<file path="config.mk">
export PLATFORM = sky130hd
export DESIGN_NAME = stopwatch_timer_core
export DESIGN_NICKNAME = d
export VERILOG_FILES = /design/src/rtl/stopwatch_timer_pkg.sv /design/src/rtl/stopwatch_timer_lap_fifo.sv /design/src/rtl/stopwatch_timer_core.sv
export SDC_FILE = /design/constraint.sdc
export NUM_CORES = 1
export LEC_CHECK = 0
export CELL_PAD_IN_SITES_DETAIL_PLACEMENT = 1
export CELL_PAD_IN_SITES_GLOBAL_PLACEMENT = 2
export CORE_ASPECT_RATIO = 0.6
export CORE_MARGIN = 1
export CORE_UTILIZATION = 36
export CTS_BUF_LIST = sky130_fd_sc_hd__clkbuf_4 sky130_fd_sc_hd__clkbuf_8
export CTS_CLUSTER_DIAMETER = 80
export DETAILED_ROUTE_END_ITERATION = 10
export GPL_TIMING_DRIVEN = 0
export PLACE_DENSITY_LB_ADDON = 0.05
export SLEW_MARGIN = 20
export SYNTH_ARGS = -nofsm -noshare
export SYNTH_HDL_FRONTEND = slang
export SYNTH_SLANG_ARGS = --single-unit
</file>
<file path="constraint.sdc">
create_clock -name clk -period 2.6 [get_ports clk]
set_input_delay 0.26 -clock clk [delete_from_list [all_inputs] [get_ports clk]]
set_output_delay 0.26 -clock clk [all_outputs]
set_load 0.005 [all_outputs]
</file>
<file path="src/rtl/stopwatch_timer_pkg.sv">
// Shared definitions for the stopwatch/countdown time-keeping core.
// Holds the control state encoding, the byte offsets of the packed
// {hour, min, sec, sub} time word and the fixed sec/min moduli.
package stopwatch_timer_pkg;

    typedef enum logic [1:0] {
        ST_IDLE  = 2'd0,
        ST_RUN   = 2'd1,
        ST_PAUSE = 2'd2,
        ST_DONE  = 2'd3
    } state_t;

    localparam int FIELD_W  = 8;
    localparam int SUB_LSB  = 0;
    localparam int SEC_LSB  = 8;
    localparam int MIN_LSB  = 16;
    localparam int HOUR_LSB = 24;

    localparam int SEC_MOD  = 60;
    localparam int MIN_MOD  = 60;

endpackage

</file>
<file path="src/rtl/stopwatch_timer_lap_fifo.sv">
// lap_fifo: synchronous show-ahead FIFO for captured lap times.
// The head entry is held in a register so rd_data is a clean flop output;
// it shows a freshly pushed word on the edge after the push when empty,
// and the next entry on the edge after a pop.
// Ports:
//   clk, rst_n  - clock, asynchronous active-low reset
//   flush       - synchronous empty (pointers and count to zero)
//   push, pop   - write / read requests; push while full is dropped unless
//                 a pop happens in the same cycle, pop while empty is ignored
//   wr_data     - word to store
//   rd_data     - head entry (zero when empty)
//   count       - number of stored entries
//   full, empty - occupancy flags
module lap_fifo #(
    parameter int WIDTH = 32,
    parameter int DEPTH = 4
) (
    input  logic                     clk,
    input  logic                     rst_n,
    input  logic                     flush,
    input  logic                     push,
    input  logic                     pop,
    input  logic [WIDTH-1:0]         wr_data,
    output logic [WIDTH-1:0]         rd_data,
    output logic [$clog2(DEPTH):0]   count,
    output logic                     full,
    output logic                     empty
);

    localparam int AW = $clog2(DEPTH);

    logic [WIDTH-1:0] mem [DEPTH];
    logic [AW-1:0]    wr_ptr;
    logic [AW-1:0]    rd_ptr;
    logic [AW-1:0]    rd_ptr_nx;
    logic [AW:0]      cnt;
    logic [AW:0]      cnt_nx;
    logic [WIDTH-1:0] head;
    logic [WIDTH-1:0] head_nx;
    logic             do_push;
    logic             do_pop;

    assign full  = (cnt == (AW+1)'(DEPTH));
    assign empty = (cnt == '0);

    assign do_pop  = pop && !empty;
    // A pop frees a slot in the same cycle, so a full FIFO still accepts.
    assign do_push = push && (!full || do_pop);

    always_comb begin
        rd_ptr_nx = do_pop ? rd_ptr + AW'(1) : rd_ptr;

        cnt_nx = cnt;
        if (do_push && !do_pop) begin
            cnt_nx = cnt + (AW+1)'(1);
        end else if (!do_push && do_pop) begin
            cnt_nx = cnt - (AW+1)'(1);
        end

        // The new head is the word being written only when it lands in the
        // slot the read pointer is about to point at (push into an empty or
        // just-emptied FIFO); otherwise it is already in memory.
        head_nx = '0;
        if (cnt_nx != '0) begin
            if (do_push && (wr_ptr == rd_ptr_nx)) begin
                head_nx = wr_data;
            end else begin
                head_nx = mem[rd_ptr_nx];
            end
        end
    end

    always_ff @(posedge clk or negedge rst_n) begin
        if (!rst_n) begin
            wr_ptr <= '0;
            rd_ptr <= '0;
            cnt    <= '0;
            head   <= '0;
        end else if (flush) begin
            wr_ptr <= '0;
            rd_ptr <= '0;
            cnt    <= '0;
            head   <= '0;
        end else begin
            if (do_push) begin
                wr_ptr <= wr_ptr + AW'(1);
            end
            rd_ptr <= rd_ptr_nx;
            cnt    <= cnt_nx;
            head   <= head_nx;
        end
    end

    always_ff @(posedge clk) begin
        if (do_push) begin
            mem[wr_ptr] <= wr_data;
        end
    end

    assign rd_data = head;
    assign count   = cnt;

endmodule

</file>
<file path="src/rtl/stopwatch_timer_core.sv">
// stopwatch_timer_core: up/down time-keeping core with preset load,
// countdown expiry and a lap-capture FIFO.
// Ports:
//   clk, rst_n         - clock, asynchronous active-low reset
//   i_start / i_stop   - pulses: IDLE/PAUSE -> RUN, RUN -> PAUSE
//   i_clear            - pulse: zero time, flush laps, go IDLE
//   i_load/i_load_time - pulse + preset {hour, min, sec, sub}, fields clamped
//   i_dir              - level: 0 count up, 1 count down
//   i_lap / i_lap_rd   - capture o_time into the lap FIFO / pop its head
//   o_time             - {hour, min, sec, sub}, one byte per field
//   o_running          - state is RUN
//   o_expired          - one-cycle pulse when a countdown reaches zero
//   o_lap_data/valid   - lap FIFO head and not-empty flag
//   o_lap_count        - stored laps
//   o_lap_overflow     - sticky: a lap was dropped on a full FIFO
module stopwatch_timer_core
    import stopwatch_timer_pkg::*;
#(
    parameter int CLK_FREQ_HZ = 100_000_000,
    parameter int TICK_HZ     = 100,
    parameter int HOUR_MAX    = 24,
    parameter int LAP_DEPTH   = 4
) (
    input  logic                         clk,
    input  logic                         rst_n,
    input  logic                         i_start,
    input  logic                         i_stop,
    input  logic                         i_clear,
    input  logic                         i_load,
    input  logic [31:0]                  i_load_time,
    input  logic                         i_dir,
    input  logic                         i_lap,
    input  logic                         i_lap_rd,
    output logic [31:0]                  o_time,
    output logic                         o_running,
    output logic                         o_expired,
    output logic [31:0]                  o_lap_data,
    output logic                         o_lap_valid,
    output logic [$clog2(LAP_DEPTH):0]   o_lap_count,
    output logic                         o_lap_overflow
);

    localparam int DIV   = CLK_FREQ_HZ / TICK_HZ;
    localparam int PRE_W = (DIV > 1) ? $clog2(DIV) : 1;

    localparam logic [PRE_W-1:0]   PRE_TOP  = PRE_W'(DIV - 1);
    localparam logic [FIELD_W-1:0] SUB_TOP  = FIELD_W'(TICK_HZ - 1);
    localparam logic [FIELD_W-1:0] SEC_TOP  = FIELD_W'(SEC_MOD - 1);
    localparam logic [FIELD_W-1:0] MIN_TOP  = FIELD_W'(MIN_MOD - 1);
    localparam logic [FIELD_W-1:0] HOUR_TOP = FIELD_W'(HOUR_MAX - 1);

    function automatic logic [FIELD_W-1:0] clamp_field(
        input logic [FIELD_W-1:0] value,
        input logic [FIELD_W-1:0] top
    );
        return (value > top) ? top : value;
    endfunction

    state_t             state_q, state_d;
    logic [PRE_W-1:0]   pre_q, pre_d;
    logic [FIELD_W-1:0] sub_q, sec_q, min_q, hour_q;
    logic [FIELD_W-1:0] sub_d, sec_d, min_d, hour_d;
    logic               expired_q, expired_d;
    logic               running_q;
    logic               overflow_q, overflow_d;

    logic               time_zero;
    logic               up_c0, up_c1, up_c2;
    logic               dn_b0, dn_b1, dn_b2;
    logic [FIELD_W-1:0] up_sub, up_sec, up_min, up_hour;
    logic [FIELD_W-1:0] dn_sub, dn_sec, dn_min, dn_hour;
    logic               dn_zero;

    logic               lap_push;
    logic               lap_pop;
    logic               fifo_full;
    logic               fifo_empty;

    assign time_zero = ({hour_q, min_q, sec_q, sub_q} == '0);

    // Up cascade: each field advances when every lower field wraps.
    assign up_c0   = (sub_q == SUB_TOP);
    assign up_c1   = up_c0 && (sec_q == SEC_TOP);
    assign up_c2   = up_c1 && (min_q == MIN_TOP);
    assign up_sub  = up_c0 ? '0 : sub_q + 8'd1;
    assign up_sec  = up_c0 ? ((sec_q == SEC_TOP) ? '0 : sec_q + 8'd1) : sec_q;
    assign up_min  = up_c1 ? ((min_q == MIN_TOP) ? '0 : min_q + 8'd1) : min_q;
    assign up_hour = up_c2 ? ((hour_q == HOUR_TOP) ? '0 : hour_q + 8'd1) : hour_q;

    // Down cascade: a field at zero reloads its top value and borrows upward.
    assign dn_b0   = (sub_q == '0);
    assign dn_b1   = dn_b0 && (sec_q == '0);
    assign dn_b2   = dn_b1 && (min_q == '0);
    assign dn_sub  = dn_b0 ? SUB_TOP : sub_q - 8'd1;
    assign dn_sec  = dn_b0 ? ((sec_q == '0) ? SEC_TOP : sec_q - 8'd1) : sec_q;
    assign dn_min  = dn_b1 ? ((min_q == '0) ? MIN_TOP : min_q - 8'd1) : min_q;
    assign dn_hour = dn_b2 ? ((hour_q == '0) ? HOUR_TOP : hour_q - 8'd1) : hour_q;
    assign dn_zero = ({dn_hour, dn_min, dn_sec, dn_sub} == '0);

    always_comb begin
        state_d   = state_q;
        pre_d     = pre_q;
        sub_d     = sub_q;
        sec_d     = sec_q;
        min_d     = min_q;
        hour_d    = hour_q;
        expired_d = 1'b0;

        if (i_clear) begin
            state_d = ST_IDLE;
            pre_d   = '0;
            sub_d   = '0;
            sec_d   = '0;
            min_d   = '0;
            hour_d  = '0;
        end else if (i_load && (state_q != ST_RUN)) begin
            sub_d  = clamp_field(i_load_time[SUB_LSB  +: FIELD_W], SUB_TOP);
            sec_d  = clamp_field(i_load_time[SEC_LSB  +: FIELD_W], SEC_TOP);
            min_d  = clamp_field(i_load_time[MIN_LSB  +: FIELD_W], MIN_TOP);
            hour_d = clamp_field(i_load_time[HOUR_LSB +: FIELD_W], HOUR_TOP);
            pre_d  = '0;
            if (state_q == ST_DONE) begin
                state_d = ST_IDLE;
            end
        end else begin
            unique case (state_q)
                ST_IDLE, ST_PAUSE: begin
                    // A coincident stop suppresses the start.
                    if (i_start && !i_stop) begin
                        state_d = ST_RUN;
                    end
                end
                ST_RUN: begin
                    if (i_stop) begin
                        state_d = ST_PAUSE;
                    end else if (i_dir && time_zero) begin
                        // Counting down from zero expires immediately.
                        state_d   = ST_DONE;
                        expired_d = 1'b1;
                    end else if (pre_q == PRE_TOP) begin
                        pre_d = '0;
                        if (!i_dir) begin
                            sub_d  = up_sub;
                            sec_d  = up_sec;
                            min_d  = up_min;
                            hour_d = up_hour;
                        end else begin
                            sub_d  = dn_sub;
                            sec_d  = dn_sec;
                            min_d  = dn_min;
                            hour_d = dn_hour;
                            if (dn_zero) begin
                                state_d   = ST_DONE;
                                expired_d = 1'b1;
                            end
                        end
                    end else begin
                        pre_d = pre_q + PRE_W'(1);
                    end
                end
                default: begin
                end
            endcase
        end
    end

    // Laps are not taken in IDLE and a clear outranks any lap activity.
    assign lap_push = i_lap && (state_q != ST_IDLE) && !i_clear;
    assign lap_pop  = i_lap_rd && !i_clear;

    always_comb begin
        overflow_d = overflow_q;
        if (i_clear) begin
            overflow_d = 1'b0;
        end else if (lap_push && fifo_full && !(lap_pop && !fifo_empty)) begin
            overflow_d = 1'b1;
        end
    end

    always_ff @(posedge clk or negedge rst_n) begin
        if (!rst_n) begin
            state_q    <= ST_IDLE;
            pre_q      <= '0;
            sub_q      <= '0;
            sec_q      <= '0;
            min_q      <= '0;
            hour_q     <= '0;
            expired_q  <= 1'b0;
            running_q  <= 1'b0;
            overflow_q <= 1'b0;
        end else begin
            state_q    <= state_d;
            pre_q      <= pre_d;
            sub_q      <= sub_d;
            sec_q      <= sec_d;
            min_q      <= min_d;
            hour_q     <= hour_d;
            expired_q  <= expired_d;
            running_q  <= (state_d == ST_RUN);
            overflow_q <= overflow_d;
        end
    end

    lap_fifo #(
        .WIDTH (32),
        .DEPTH (LAP_DEPTH)
    ) u_lap_fifo (
        .clk     (clk),
        .rst_n   (rst_n),
        .flush   (i_clear),
        .push    (lap_push),
        .pop     (lap_pop),
        .wr_data (o_time),
        .rd_data (o_lap_data),
        .count   (o_lap_count),
        .full    (fifo_full),
        .empty   (fifo_empty)
    );

    assign o_time         = {hour_q, min_q, sec_q, sub_q};
    assign o_running      = running_q;
    assign o_expired      = expired_q;
    assign o_lap_valid    = !fifo_empty;
    assign o_lap_overflow = overflow_q;

endmodule

</file>
==> results of run 1 <==
-- registers in the layout, indices dropped and copies added (netlist names), 2 cells and up --
name,cells
pre_q,20
hour_q,8
u_lap_fifo.wr_ptr,2
u_lap_fifo.rd_ptr,2
sec_q,8
u_lap_fifo.count,3
min_q,8
u_lap_fifo.mem,128
u_lap_fifo.rd_data,32
state_q,2
sub_q,8
-- what timing repair did --
item | CTS | global route
setup endpoints to repair | 184 | 95
hold endpoints to repair | 43 | 0
cloned | 3 | 1
gates resized for setup | 135 | 108
setup buffers | 55 | 18
hold buffers | 1 | 0
pin swaps | 30 | 33
-- worst max-delay path by stage --
stage	start	endpoint	slack, ns	depth (start not counted)
global placement	rst_n	sub_q[0]$_DFFE_PN0P_	-3.61	1
global route	sub_q[0]$_DFFE_PN0P_	state_q[1]$_DFF_PN0_	-0.27	12
CTS	sub_q[0]$_DFFE_PN0P_	state_q[1]$_DFF_PN0_	-0.19	11
floorplan	u_lap_fifo.count[0]$_DFF_PN0_	u_lap_fifo.rd_data[14]$_DFF_PN0_	-0.05	10
detailed placement	i_lap_rd	u_lap_fifo.rd_data[28]$_DFF_PN0_	-1.25	9
finish	pre_q[12]$_DFFE_PN0P_	state_q[1]$_DFF_PN0_	-0.21	6
-- routing by layer --
layer  global-route usage [%]  routed length, um  vias up
li1                         -                  -     4062
met1                     36.8              19200     4725
met2                     35.1              16500      222
met3                     4.17               1870       48
met4                     6.06                572        0
met5                        0                  0        -
-- cell type report --
type	instances	area, um^2
fillers	3139	14900
flip-flops and latches	224	6260
multi-input cells	644	5350
repair buffers	192	1960
clock buffers	56	696
well taps	408	510
plain buffers	59	424
inverters	24	95.1
clock inverters	14	61.3
diodes	1	2.50
-- report_power, final --
part           total [mW]  internal [mW]  switching (mW)
combinational        3.19           1.57            1.62
clock                3.24           1.72            1.52
sequential           4.22           4.03           0.188
-- synth_stat cells (all sizes together) (3+ instances only) --
cell type	instances	area (um^2)
a41o	3	30.0
inv	22	82.6
nor4b	5	65.1
a211oi	7	57.6
clkbuf	43	163
a31oi	8	50.1
o21a	3	22.5
mux2i	32	320
a22oi	3	22.5
o221ai	5	43.8
o41ai	12	113
or4	4	33.8
nor3	25	135
a32oi	6	52.6
a2111oi	5	43.8
a221oi	4	35.0
a21oi	33	165
o211ai	5	37.5
xnor2	23	201
and4	3	26.3
nand2	74	278
or3	8	50.1
nor2b	4	25.0
nand2b	4	25.0
buf	20	113
o31ai	14	105
or2	3	18.8
nand4	14	103
o311ai	3	26.3
nor2	112	420
a22o	5	43.8
xor2	20	175
a21o	4	30.0
and2	8	50.1
dfrtp	96	2400
nor4	13	87.6
o21ai	42	218
ha	21	263
mux4	32	721
edfxtp	128	3840
nand3	37	185
and3	11	68.8
-- per-stage QoR --
step           hold WS [ns]  setup TNS (ns)  cell area [um^2]  worst slack [ns]  utilization (%)
2_1_floorplan       -0.0356           -1.39             11300           -0.0529                -
3_3_place_gp          0.488         -543.77             12900             -3.61             42.5
3_5_place_dp          0.244         -114.19             13000             -1.25             43.0
4_1_cts              0.0972           -4.88             14800            -0.188             48.9
5_1_grt               0.125           -7.88             15400            -0.274             50.7
6_report              0.128           -3.86             15400            -0.209             50.7
-- kinds of logic after synthesis --
group,count (synthesis),synth area share (%)
AOI/OAI and AO/OA,184,11.6
xor gates and xnor gates,43,3.35
adders and majority gates,21,2.34
buffers and inverters,87,3.25
DFF,224,55.6
muxes,64,9.27
and+or+nand+nor,332,14.6
-- worst max-delay path, cell delays in order (launching register included) --
cell and delay [ns]:
dfrtp_1 0.41, or4_4 0.58, nor3_1 0.68, o21ai_0 0.26, nor4_2 0.42, a31o_1 0.27
and2_1 0.13
==> impl_metrics.toml, run 1 <==
[place]
place_hpwl_um = 25800
port_buffers = 110
place_inst = 1479
gp_congestion = 0.828

[min_path]
hold_depth = 2
min_to = "u_lap_fifo.count[2]$_DFF_PN0_"
hold_path_class = "in2reg"
hold_path_startpoint = "i_clear"

[pwr]
power_mw = 10.6
powerDensity_nw_per_um2 = 693
p_leak_nw = 5.96
worst_ir_drop_vdd_v = 0.000415

[critical_path]
critPathLaunchType = "flip-flop"
end_kind = "flip-flop"
rr_endpoint = "state_q[1]$_DFF_PN0_"
rr_worst_depth = 6
critPathKind = "reg2reg"
critPathMaxFanout = 3
r2r_setup_slack_ns = -0.21
worstPathArrival_ns = 3.30
worst_ep_required_time_ns = 3.09
crit-reg2reg-launch = "pre_q[12]$_DFFE_PN0P_"

[cells_and_area]
layout_commonest_cell = "edfxtp_1"
fin_cells = 1622
drive_gt1_share_pct = 27.7
final_cell_mix = "edfxtp_1, clkdlybuf4s50_1, nor2_1"
fin_nets = 1245
area.growth.synth_to_final_pct = 36.7

[clock_network]
clock_path_buffers = 3
cts_buffers = 38
cts_tree = "yes"
h-tree-depth = 2
insertion_delay_ns = 0.56
cts.sinks = 224
clkTransAtPathRegs_ns = 0.07
cts_root_buffer = "clkbuf_8"

[timing]
slew_viol_final = 0
finalWorstSetupSlack_ns = -0.209
fmaxAchievable_ghz = 0.356
hold_violations = 0
worst_slew_pin_slew_ns = 1.09
post-route-period-util_pct = 108
fin_worst_skew_ns = 0.0234
period_needed_ns = 2.81
setup_viol = 40
rsz0062_at_grt = "yes"
max_slew_margin_pct = 27.3

[run]
max_cap_violations = 0

[die]
num_rows = 49
die_width_um = 230
initial_core_util_pct = 37.1
dieArea_um2 = 31900
die_height_um = 139
num_io_pins = 112
core-area_um2 = 30300

[synthesis]
ys_warn_count = 0
synth_ff_type = "edfxtp_1"
syn_inst = 955
seq_area_frac_synth_pct = 55.6
synth-seq-cells = 224
synth-edff-count = 128
netlist_area_um2 = 11200
synth_cell_types = 80
syn_area_per_cell_um2 = 11.8
syn_nets = 1017
async_reset_ff_share_pct = 42.9

[route]
wl_um = 38100
vias = 9057
drt_first_iter_violations = 583
via_per_inst = 5.58
drtPass1Iterations = 5
drc = 0
wl_per_cell_um = 23.5
ant_nets = 0

[global_routing]
overflow = 0
grt_max_degree = 54
grt_pass1_vias = 9402
grt_pass1_wl_um = 58200
grtUsageTotal_pct = 24.0
antenna_found_initial = 0

[status]
status = "finished with violations"
violations = "setup timing"
No activity file was read; power rests on OpenSTA's default activity.
==> inputs of run 2 (changes only) <==
--- a/config.mk
+++ b/config.mk
@@ -8,7 +8,6 @@
 export CELL_PAD_IN_SITES_DETAIL_PLACEMENT = 1
 export CELL_PAD_IN_SITES_GLOBAL_PLACEMENT = 2
 export CORE_ASPECT_RATIO = 0.6
-export CORE_MARGIN = 1
 export CORE_UTILIZATION = 36
 export CTS_BUF_LIST = sky130_fd_sc_hd__clkbuf_4 sky130_fd_sc_hd__clkbuf_8
 export CTS_CLUSTER_DIAMETER = 80
==> results of run 2 <==
Final layout, timing and power as in run 1 (identical DEF).
